## src/rtl/mips_pkg.sv

```systemverilog
// Shared definitions for the MIPS multiply/divide unit.
//   op_e    : encoding of the op input (MULT, MULTU, DIV, DIVU)
//   state_e : sequencer states of the multiply/divide unit
package mips_pkg;

  typedef enum logic [1:0] {
    OP_MULT  = 2'b00,
    OP_MULTU = 2'b01,
    OP_DIV   = 2'b10,
    OP_DIVU  = 2'b11
  } op_e;

  typedef enum logic [1:0] {
    IDLE = 2'b00,
    CALC = 2'b01,
    FIX  = 2'b10
  } state_e;

  // Signed variants are the ones with op[0] == 0.
  function automatic logic op_is_signed(input logic [1:0] op);
    return ~op[0];
  endfunction

  // Divides are the ones with op[1] == 1.
  function automatic logic op_is_div(input logic [1:0] op);
    return op[1];
  endfunction

endpackage

```

## src/rtl/mult_div_unit_if.sv

```systemverilog
// Bundle of the request, HI/LO move and status signals of the multiply/divide
// unit.
//   master : the pipeline side (drives start/op/a/b/abort/hi_we/lo_we/wdata/rd_req)
//   slave  : the unit side (drives hi/lo/busy/done/div_zero/stall)
interface mult_div_unit_if #(
  parameter int DATA_WIDTH = 32
);
  logic                  start;
  logic [1:0]            op;
  logic [DATA_WIDTH-1:0] a;
  logic [DATA_WIDTH-1:0] b;
  logic                  abort;
  logic                  hi_we;
  logic                  lo_we;
  logic [DATA_WIDTH-1:0] wdata;
  logic                  rd_req;
  logic [DATA_WIDTH-1:0] hi;
  logic [DATA_WIDTH-1:0] lo;
  logic                  busy;
  logic                  done;
  logic                  div_zero;
  logic                  stall;

  modport master (
    output start, op, a, b, abort, hi_we, lo_we, wdata, rd_req,
    input  hi, lo, busy, done, div_zero, stall
  );

  modport slave (
    input  start, op, a, b, abort, hi_we, lo_we, wdata, rd_req,
    output hi, lo, busy, done, div_zero, stall
  );
endinterface

```

## src/rtl/mult_div_unit.sv

```systemverilog
// Iterative MIPS multiply/divide unit with architectural HI/LO registers.
// One shift-add (multiply) or restoring shift-subtract (divide) step per
// clock for DATA_WIDTH clocks, then one sign-fix clock that writes HI/LO.
// Ports:
//   clk   : clock, rising edge
//   reset : asynchronous, active-low reset
//   bus   : mult_div_unit_if.slave -- start/op/a/b request, abort flush,
//           MTHI/MTLO writes (hi_we/lo_we/wdata), rd_req, and hi/lo/busy/
//           done/div_zero/stall outputs
module mult_div_unit
  import mips_pkg::*;
#(
  parameter int DATA_WIDTH = 32
) (
  input  logic             clk,
  input  logic             reset,
  mult_div_unit_if.slave   bus
);

  localparam int DW    = DATA_WIDTH;
  localparam int CNT_W = $clog2(DW) + 1;

  state_e state, state_next;

  // Shared accumulator: multiply keeps {partial product, remaining multiplier};
  // divide keeps {partial remainder, remaining dividend / quotient bits}.
  logic [2*DW-1:0]  acc;
  logic [DW-1:0]    opnd;        // |multiplicand| or |divisor|
  logic [CNT_W-1:0] count;
  logic             is_div;
  logic             neg_q;       // product / quotient must be negated
  logic             neg_r;       // remainder must be negated
  logic             div_by_zero;
  logic [DW-1:0]    hi_reg;
  logic [DW-1:0]    lo_reg;
  logic             done_reg;
  logic             dz_reg;

  // Request decode
  logic          start_ok;
  logic          sgn;
  logic          a_neg, b_neg;
  logic [DW-1:0] a_mag, b_mag;

  assign start_ok = (state == IDLE) && bus.start && !bus.abort;
  assign sgn      = op_is_signed(bus.op);
  assign a_neg    = sgn & bus.a[DW-1];
  assign b_neg    = sgn & bus.b[DW-1];
  assign a_mag    = a_neg ? -bus.a : bus.a;
  assign b_mag    = b_neg ? -bus.b : bus.b;

  // One multiply step: conditionally add, then shift right by one.
  logic [DW:0]     mul_sum;
  logic [2*DW-1:0] mul_step;
  assign mul_sum  = {1'b0, acc[2*DW-1:DW]} + (acc[0] ? {1'b0, opnd} : {(DW+1){1'b0}});
  assign mul_step = {mul_sum, acc[DW-1:1]};

  // One restoring divide step: shift left, trial-subtract, keep if no borrow.
  // The shifted remainder needs DW+1 bits since it can reach 2*divisor-1.
  logic [DW:0]     rem_sh;
  logic [DW:0]     diff;
  logic [2*DW-1:0] div_step;
  assign rem_sh   = acc[2*DW-1:DW-1];
  assign diff     = rem_sh - {1'b0, opnd};
  assign div_step = diff[DW] ? {rem_sh[DW-1:0], acc[DW-2:0], 1'b0}
                             : {diff[DW-1:0],   acc[DW-2:0], 1'b1};

  // Sign correction. With a zero divisor the restoring loop leaves |a| in
  // the remainder half, so the dividend-sign fix restores HI = a; LO is
  // forced to all ones.
  logic [2*DW-1:0] prod_fix;
  logic [DW-1:0]   q_fix, r_fix;
  assign prod_fix = neg_q ? -acc : acc;
  assign q_fix    = div_by_zero ? {DW{1'b1}}
                  : (neg_q ? -acc[DW-1:0] : acc[DW-1:0]);
  assign r_fix    = neg_r ? -acc[2*DW-1:DW] : acc[2*DW-1:DW];

  // Next-state logic
  always_comb begin
    state_next = state;
    case (state)
      IDLE: if (start_ok) state_next = CALC;
      CALC: begin
        if (bus.abort)                       state_next = IDLE;
        else if (count == CNT_W'(DW - 1))    state_next = FIX;
      end
      FIX:     state_next = IDLE;
      default: state_next = IDLE;
    endcase
  end

  always_ff @(posedge clk or negedge reset) begin
    if (!reset) state <= IDLE;
    else        state <= state_next;
  end

  // Datapath and architectural registers
  always_ff @(posedge clk or negedge reset) begin
    if (!reset) begin
      acc         <= '0;
      opnd        <= '0;
      count       <= '0;
      is_div      <= 1'b0;
      neg_q       <= 1'b0;
      neg_r       <= 1'b0;
      div_by_zero <= 1'b0;
      hi_reg      <= '0;
      lo_reg      <= '0;
      done_reg    <= 1'b0;
      dz_reg      <= 1'b0;
    end else begin
      done_reg <= 1'b0;
      dz_reg   <= 1'b0;
      case (state)
        IDLE: begin
          if (bus.hi_we) hi_reg <= bus.wdata;
          if (bus.lo_we) lo_reg <= bus.wdata;
          if (start_ok) begin
            is_div      <= op_is_div(bus.op);
            neg_q       <= a_neg ^ b_neg;
            neg_r       <= a_neg;
            div_by_zero <= op_is_div(bus.op) && (bus.b == '0);
            count       <= '0;
            if (op_is_div(bus.op)) begin
              acc  <= {{DW{1'b0}}, a_mag};
              opnd <= b_mag;
            end else begin
              acc  <= {{DW{1'b0}}, b_mag};
              opnd <= a_mag;
            end
          end
        end
        CALC: begin
          if (!bus.abort) begin
            acc   <= is_div ? div_step : mul_step;
            count <= count + CNT_W'(1);
          end
        end
        FIX: begin
          if (!bus.abort) begin
            if (is_div) begin
              hi_reg <= r_fix;
              lo_reg <= q_fix;
            end else begin
              hi_reg <= prod_fix[2*DW-1:DW];
              lo_reg <= prod_fix[DW-1:0];
            end
            done_reg <= 1'b1;
            dz_reg   <= div_by_zero;
          end
        end
        default: ;
      endcase
    end
  end

  assign bus.hi       = hi_reg;
  assign bus.lo       = lo_reg;
  assign bus.busy     = (state == CALC) || (state == FIX);
  assign bus.done     = done_reg;
  assign bus.div_zero = dz_reg;
  assign bus.stall    = bus.busy && (bus.rd_req || bus.start || bus.hi_we || bus.lo_we);

endmodule

```

## src/flat_wrapper.sv

```systemverilog
// flat-port wrapper written by rule: the top's interface ports become plain ports
module mult_div_unit_flat import mips_pkg::*;
#(
  parameter int DATA_WIDTH = 32
)
  (clk, reset, bus_start, bus_op, bus_a, bus_b, bus_abort, bus_hi_we, bus_lo_we, bus_wdata, bus_rd_req, bus_hi, bus_lo, bus_busy, bus_done, bus_div_zero, bus_stall);
  mult_div_unit_if #(.DATA_WIDTH(DATA_WIDTH)) bus_i ();
  input  logic clk;
  input  logic reset;
  input wire logic [$bits(bus_i.start)-1:0] bus_start;
  input wire logic [$bits(bus_i.op)-1:0] bus_op;
  input wire logic [$bits(bus_i.a)-1:0] bus_a;
  input wire logic [$bits(bus_i.b)-1:0] bus_b;
  input wire logic [$bits(bus_i.abort)-1:0] bus_abort;
  input wire logic [$bits(bus_i.hi_we)-1:0] bus_hi_we;
  input wire logic [$bits(bus_i.lo_we)-1:0] bus_lo_we;
  input wire logic [$bits(bus_i.wdata)-1:0] bus_wdata;
  input wire logic [$bits(bus_i.rd_req)-1:0] bus_rd_req;
  output wire logic [$bits(bus_i.hi)-1:0] bus_hi;
  output wire logic [$bits(bus_i.lo)-1:0] bus_lo;
  output wire logic [$bits(bus_i.busy)-1:0] bus_busy;
  output wire logic [$bits(bus_i.done)-1:0] bus_done;
  output wire logic [$bits(bus_i.div_zero)-1:0] bus_div_zero;
  output wire logic [$bits(bus_i.stall)-1:0] bus_stall;
  assign bus_i.start = bus_start;
  assign bus_i.op = bus_op;
  assign bus_i.a = bus_a;
  assign bus_i.b = bus_b;
  assign bus_i.abort = bus_abort;
  assign bus_i.hi_we = bus_hi_we;
  assign bus_i.lo_we = bus_lo_we;
  assign bus_i.wdata = bus_wdata;
  assign bus_i.rd_req = bus_rd_req;
  assign bus_hi = bus_i.hi;
  assign bus_lo = bus_i.lo;
  assign bus_busy = bus_i.busy;
  assign bus_done = bus_i.done;
  assign bus_div_zero = bus_i.div_zero;
  assign bus_stall = bus_i.stall;
  mult_div_unit #(.DATA_WIDTH(DATA_WIDTH)) u_core (.clk(clk), .reset(reset), .bus(bus_i));
endmodule
```

## config.mk

```make
export PLATFORM = sky130hd
export DESIGN_NAME = mult_div_unit_flat
export DESIGN_NICKNAME = d
export VERILOG_FILES = /design/src/rtl/mips_pkg.sv /design/src/rtl/mult_div_unit_if.sv /design/src/rtl/mult_div_unit.sv /design/src/flat_wrapper.sv
export SDC_FILE = /design/constraint.sdc
export NUM_CORES = 1
export LEC_CHECK = 0
export ABC_AREA = 0
export CAP_MARGIN = 20
export CORE_ASPECT_RATIO = 0.6
export CORE_MARGIN = 4
export CORE_UTILIZATION = 50
export CTS_CLUSTER_DIAMETER = 100
export DETAILED_ROUTE_END_ITERATION = 8
export GPL_ROUTABILITY_DRIVEN = 0
export PLACE_DENSITY = 0.72
export RECOVER_POWER = 100
export SLEW_MARGIN = 30
export SYNTH_ARGS = -nofsm -noshare
export SYNTH_HDL_FRONTEND = slang
export SYNTH_SLANG_ARGS = --single-unit
```

## constraint.sdc

```tcl
create_clock -name clk -period 7.5 [get_ports clk]
set_input_delay 1.125 -clock clk [delete_from_list [all_inputs] [get_ports clk]]
set_output_delay 1.125 -clock clk [all_outputs]
set_load 0.01 [all_outputs]
```

==> flow_summary.ini, run 1 <==
[global_routing]
grt_antenna_before_repair = 0
grt_pass1_vias = 13734
grt-ovfl-total = 0
globalRouteTotalUtil_pct = 31.4
grt_pass1_wl_mm = 80.4
grt_max_degree = 108

[clock_tree]
cts_resized = 0
clkTransAtPathRegs_ps = 70
cts_buffers = 17
cts_tree = done
postCtsHoldBufs = 0
clk_latency_ps = 450
post_cts_buffers = 0
clkSinkCount = 174
htree_num_levels = 4
cts_root_buf = clkbuf_16
clock_path_buffers = 2

[floorplan]
die_area_sq_um = 32700
dieWidth_um = 231
core-area_sq_um = 29000
start_util_pct = 51.3
fp.dieH_um = 142
num_rows = 48
ios = 173

[critical_path]
crit_path_cell_trace = inv_1 -> ha_1 -> clkbuf_1 -> nand2b_1 -> a21oi_1 -> nand2_1 -> nor3_1 -> a221oi_1 -> nand3_1
crit_family = buffers and inverters
slowest_stage = clkbuf_1
crit_fanout = 70
worst-path-buf-inv = 2
crit_arrival_ps = 6140
cp_slowest_stage_delay_ps = 2280
crit_path_end_kind = flop
critPathLaunchType = flop
critical_path_class = reg -> reg
required_ps = 7880

[layout]
area_growth_pct = 17.3
fillers = 2614
largest_register_ffs = 64
drive_above_1_share_pct = 4.71
diodes = 0
fin_nets = 2185
fin_area_sq_um = 17500
largest_register = u_core.acc

[drt]
avgViaCountPerCell = 6.25
drt_iter0_markers = 2060
ant_nets = 0
post-route-drc-count = 0
drt_first_pass_iters = 6
routed_wl_mm = 52.2
wl_per_cell_um = 21.6
vias = 15109

[timing]
fin_crit_sh_pct = 76.8
fin_setup_tns_ps = 0
relSlewSlack_pct = -134
finalClockSkew_ps = 10.2
setup_viol = 0
hold_viol = 0
fin_ws_ps = 1740
slew_viol_final = 264
worstMarginPinSlew_ps = 3510
rsz0062_at_grt = no
fmax_mhz = 174
period_minus_slack_ps = 5760

[synthesis]
ys_ff_latch = 174
synth_area_leaders = dfrtp_1 29%, o21ai_0 7.2%, ha_1 6.1%
synth_edf_count = 0
syn_area_sq_um = 14900
ys_types = 76
yosysMostFrequentCell = o21ai_0
syn_inst = 1916
ys_seq_area_share_pct = 29.3
ys_warn_count = 0
yosys-top-cells-count = 213 x o21ai_0, 212 x nand2_1, 185 x nor2_1, 179 x a21oi_1, 174 x dfrtp_1
avgSynthCellArea_sq_um = 7.77
yosysTopAreaCell = dfrtp_1
synth_top_area_share_pct = 29.3
synth_flop_cell = dfrtp_1
synth_nets = 2095
synthArstFlopShare_pct = 100

[placed_design]
port-buffer-count = 172
placed_cell_area_sq_um = 16800
hpwlAfterDp_mm = 40.4
dpl_worst_slack_ps = 2670

[job]
drv_cap = 4

[status]
outcome = complete, but fails checks
violations = max-capacitance violations, max-slew violations

[power]
vdd_drop_max_v = 0.000173
p_per_area_nw_per_um2 = 422
leakage_nw = 7.50
report.power.total_mw = 7.36

[worst_hold_path]
hold_class = reg -> reg
## cell families after synthesis
logic type | after synthesis | synth area share (%)
XOR/XNOR | 177 | 10.4
adder cells (fa/ha/maj) | 74 | 6.32
flip-flops | 174 | 29.3
AND/OR/NAND/NOR | 589 | 18.0
multiplexers | 56 | 4.01
AO/OA/AOI/OAI | 658 | 27.2
buffers and inverters | 188 | 4.82
## metal layers
metal	GRT usage, %	vias up	share of wire, %
met5	0	-	0
met4	6.83	0	1.8
met3	9.31	60	13
met2	42.9	804	39
met1	48.3	7205	47
li1	-	7040	-
## layout make-up
cell class / count / area [sq um] / share of cell area [%]
clock buffers: 18 / 429 / 2.46
clock inverters: 14 / 204 / 1.17
inverters: 71 / 267 / 1.53
multi-input cells: 1554 / 9840 / 56.4
flip-flops and latches: 174 / 4360 / 25.0
well taps: 400 / 500 / 2.87
repair buffers: 188 / 1860 / 10.6
## final timing paths
path,start,endpoint,slack [ps],cells past startpoint
worst max-delay path,u_core.state[1],u_core.acc[60],1740,9
worst min-delay path,u_core.bus.lo[30],u_core.bus.lo[30],480,2
worst max register to register,u_core.state[1],u_core.acc[60],1740,9
worst min register to register,u_core.bus.lo[30],u_core.bus.lo[30],480,2
max in group asynchronous,reset,u_core.is_div,5350,2
min in group asynchronous,reset,u_core.bus.hi[14],760,1
## stage by stage
stage          hold slack [ps]  utilization [%]  std cells
2_1_floorplan              439                -       1916
3_3_place_gp               461             57.9       2385
3_5_place_dp               469             58.0       2385
4_1_cts                    486             60.2       2417
5_1_grt                    500             60.2       2419
6_report                   477             60.2       2419
## worst min-delay path, stage by stage, from the launching register on
cell and delay, ps:
dfrtp_1 340, nand2_1 40, o21ai_0 60
## where the power goes
group / switching [mW] / internal, mW
clock: 0.438 / 0.539
sequential: 0.572 / 1.34
combinational: 2.67 / 1.80
total: 3.69 / 3.68
## layout by cell type, fill, tap and decap left out, types with 27 or more instances in the layout
cell             Yosys  layout
mux2i_1             27      27
mux2_2              29      29
dlygate4sd3_1        0      71
nor2_1             185     185
xor2_1              87      86
nor3_1              38      38
nand3_1             32      32
dfrtp_1            174     173
o21ai_0            213     214
a211oi_1            44      44
nand2_1            212     212
a21oi_1            179     178
xnor2_1             90      90
a21o_1              42      42
ha_1                72      72
inv_1               70      70
clkdlybuf4s50_1      0      99
Power figures use the tool's default switching activity.
==> run 2, diff against run 1 <==
==> constraint.sdc (replaced) <==
create_clock -name clk -period 5.8 [get_ports clk]
set_input_delay 0.87 -clock clk [delete_from_list [all_inputs] [get_ports clk]]
set_output_delay 0.87 -clock clk [all_outputs]
set_load 0.01 [all_outputs]
==> run 2 against run 1 <==
Compared with the run above:
- the run still ends with max-capacitance violations, max-slew violations left
- critical path depth rose by 4
- combinational power up 29%
- core utilization shrank 0.40 points
==> flow_summary.ini, run 2 (synthesized netlist as in run 1, its figures left out) <==
[critical_path]
crit_fanout = 45
crit_arrival_ps = 5360
crit_path_cell_trace = inv_1 -> ha_1 -> fa_1 -> nand2b_1 -> a21oi_1 -> o21ai_0 -> o211ai_1 -> a21oi_1 -> o31a_1 -> xor2_4 -> clkbuf_2 -> o21ai_0 -> a221o_1
required_ps = 6130
slowest_stage = clkbuf_2
crit_family = compound AO/OA/AOI/OAI gates
critical_path_class = reg -> reg
critPathLaunchType = flop
worst-path-buf-inv = 2
crit_path_end_kind = flop
cp_slowest_stage_delay_ps = 840

[layout]
fillers = 2634
largest_register = u_core.acc
area_growth_pct = 16.5
seq_area_sq_um = 4360
mostFrequentLayoutCell = o21ai_0
largest_register_ffs = 64
fin_nets = 2192
drive_above_1_share_pct = 4.59
diodes = 0
final_cell_mix = 216 x o21ai_0, 213 x nand2_1, 185 x nor2_1, 178 x a21oi_1, 173 x dfrtp_1
fin_area_sq_um = 17300
multiInputGateArea_sq_um = 9790

[placed_design]
placed_cell_area_sq_um = 16900
hpwlAfterDp_mm = 40.1
port-buffer-count = 172

[timing]
finalClockSkew_ps = 11.2
period_minus_slack_ps = 5030
fin_crit_sh_pct = 86.8
worstMarginPinSlew_ps = 2900
slew_viol_final = 359
fmax_mhz = 199
relSlewSlack_pct = -93.1
setup_viol = 0
fin_setup_tns_ps = 0
rsz0062_at_grt = no
hold_viol = 0

[global_routing]
grt-ovfl-total = 0
grt_busiest_layer = met1
grt_pass1_vias = 13671
globalRouteTotalUtil_pct = 31.1
grt_antenna_before_repair = 0
grt_max_degree = 107
grtUsageMet1_pct = 47.6
use_met3_pct = 9.69
grt_pass1_wl_mm = 79.6
met2_usage_pct = 41.6

[clock_tree]
clk_latency_ps = 460
postCtsHoldBufs = 0
htree_num_levels = 4
cts_buffers = 17
cts_root_buf = clkbuf_16
clkTransAtPathRegs_ps = 70
post_cts_buffers = 0
clkSinkCount = 174
cts_tree = done
cts_resized = 0
clock_path_buffers = 2

[power]
leakage_nw = 7.47
vdd_drop_max_v = 0.000263
p_per_area_nw_per_um2 = 538

[drt]
avgViaCountPerCell = 6.27
vias = 15210
wl_per_cell_um = 21.5
routed_wl_mm = 52.1
drt_first_pass_iters = 6
drt_iter0_markers = 2401
post-route-drc-count = 0
ant_nets = 0

[floorplan]
fp.dieH_um = 142
start_util_pct = 51.3
core-area_sq_um = 29000
dieWidth_um = 231
num_rows = 48
die_area_sq_um = 32700
ios = 173

[job]
drv_cap = 6

[status]
violations = max-capacitance violations, max-slew violations
outcome = complete, but fails checks

[worst_hold_path]
hold_class = reg -> reg
[run 2: path summary, 6_finish.rpt]
| path | from | to | slack, ps | cells after the start |
|---|---|---|---|---|
| hold / removal | u_core.bus.hi[22] | u_core.bus.hi[22] | 480 | 2 |
| max in group asynchronous | reset | u_core.is_div | 1450 | 2 |
| setup / recovery | u_core.acc[31] | u_core.acc[51] | 770 | 13 |
| min in group asynchronous | reset | u_core.bus.hi[18] | 1350 | 1 |
| hold reg to reg | u_core.bus.hi[22] | u_core.bus.hi[22] | 480 | 2 |
| setup reg to reg | u_core.acc[31] | u_core.acc[51] | 770 | 13 |
[run 2: cell type report]
| class | instances | share of cell area (%) |
|---|---|---|
| Tap cell | 400 | 2.89 |
| Sequential cell | 174 | 25.1 |
| Inverter | 71 | 1.54 |
| Clock inverter | 10 | 0.613 |
| Clock buffer | 20 | 2.63 |
| Timing Repair Buffer | 195 | 10.7 |
| Multi-Input combinational cell | 1554 | 56.5 |
[run 2: stage by stage]
stage          total power [mW]  setup WS, ps  utilization [%]  hold WS (ps)  instances
2_1_floorplan              6.20          2500                -           439       1916
3_3_place_gp               7.98          1580             58.2           461       2394
3_5_place_dp               8.13          1440             58.2           467       2394
4_1_cts                    9.31          1380             60.1           371       2424
5_1_grt                    9.97           500             59.8           489       2424
6_report                   9.33           768             59.8           477       2424
[run 2: metal layers]
layer	vias to the layer above	wire (um)
li1	7067	-
met1	7223	23900
met2	829	20200
met3	91	6620
met4	0	1380
met5	-	0
[run 2: report_power, final]
group / leakage (nW) / total, mW / switching, mW / internal (mW)
Combinational: 5.00 / 5.78 / 3.50 / 2.29
Clock: 0.275 / 1.15 / 0.533 / 0.619
Sequential: 2.19 / 2.39 / 0.656 / 1.73
[run 2: tightest hold or removal path: stages, from the launching register on]
cell	delay, ps
dfrtp_1	340
nand2_1	50
o21ai_0	60
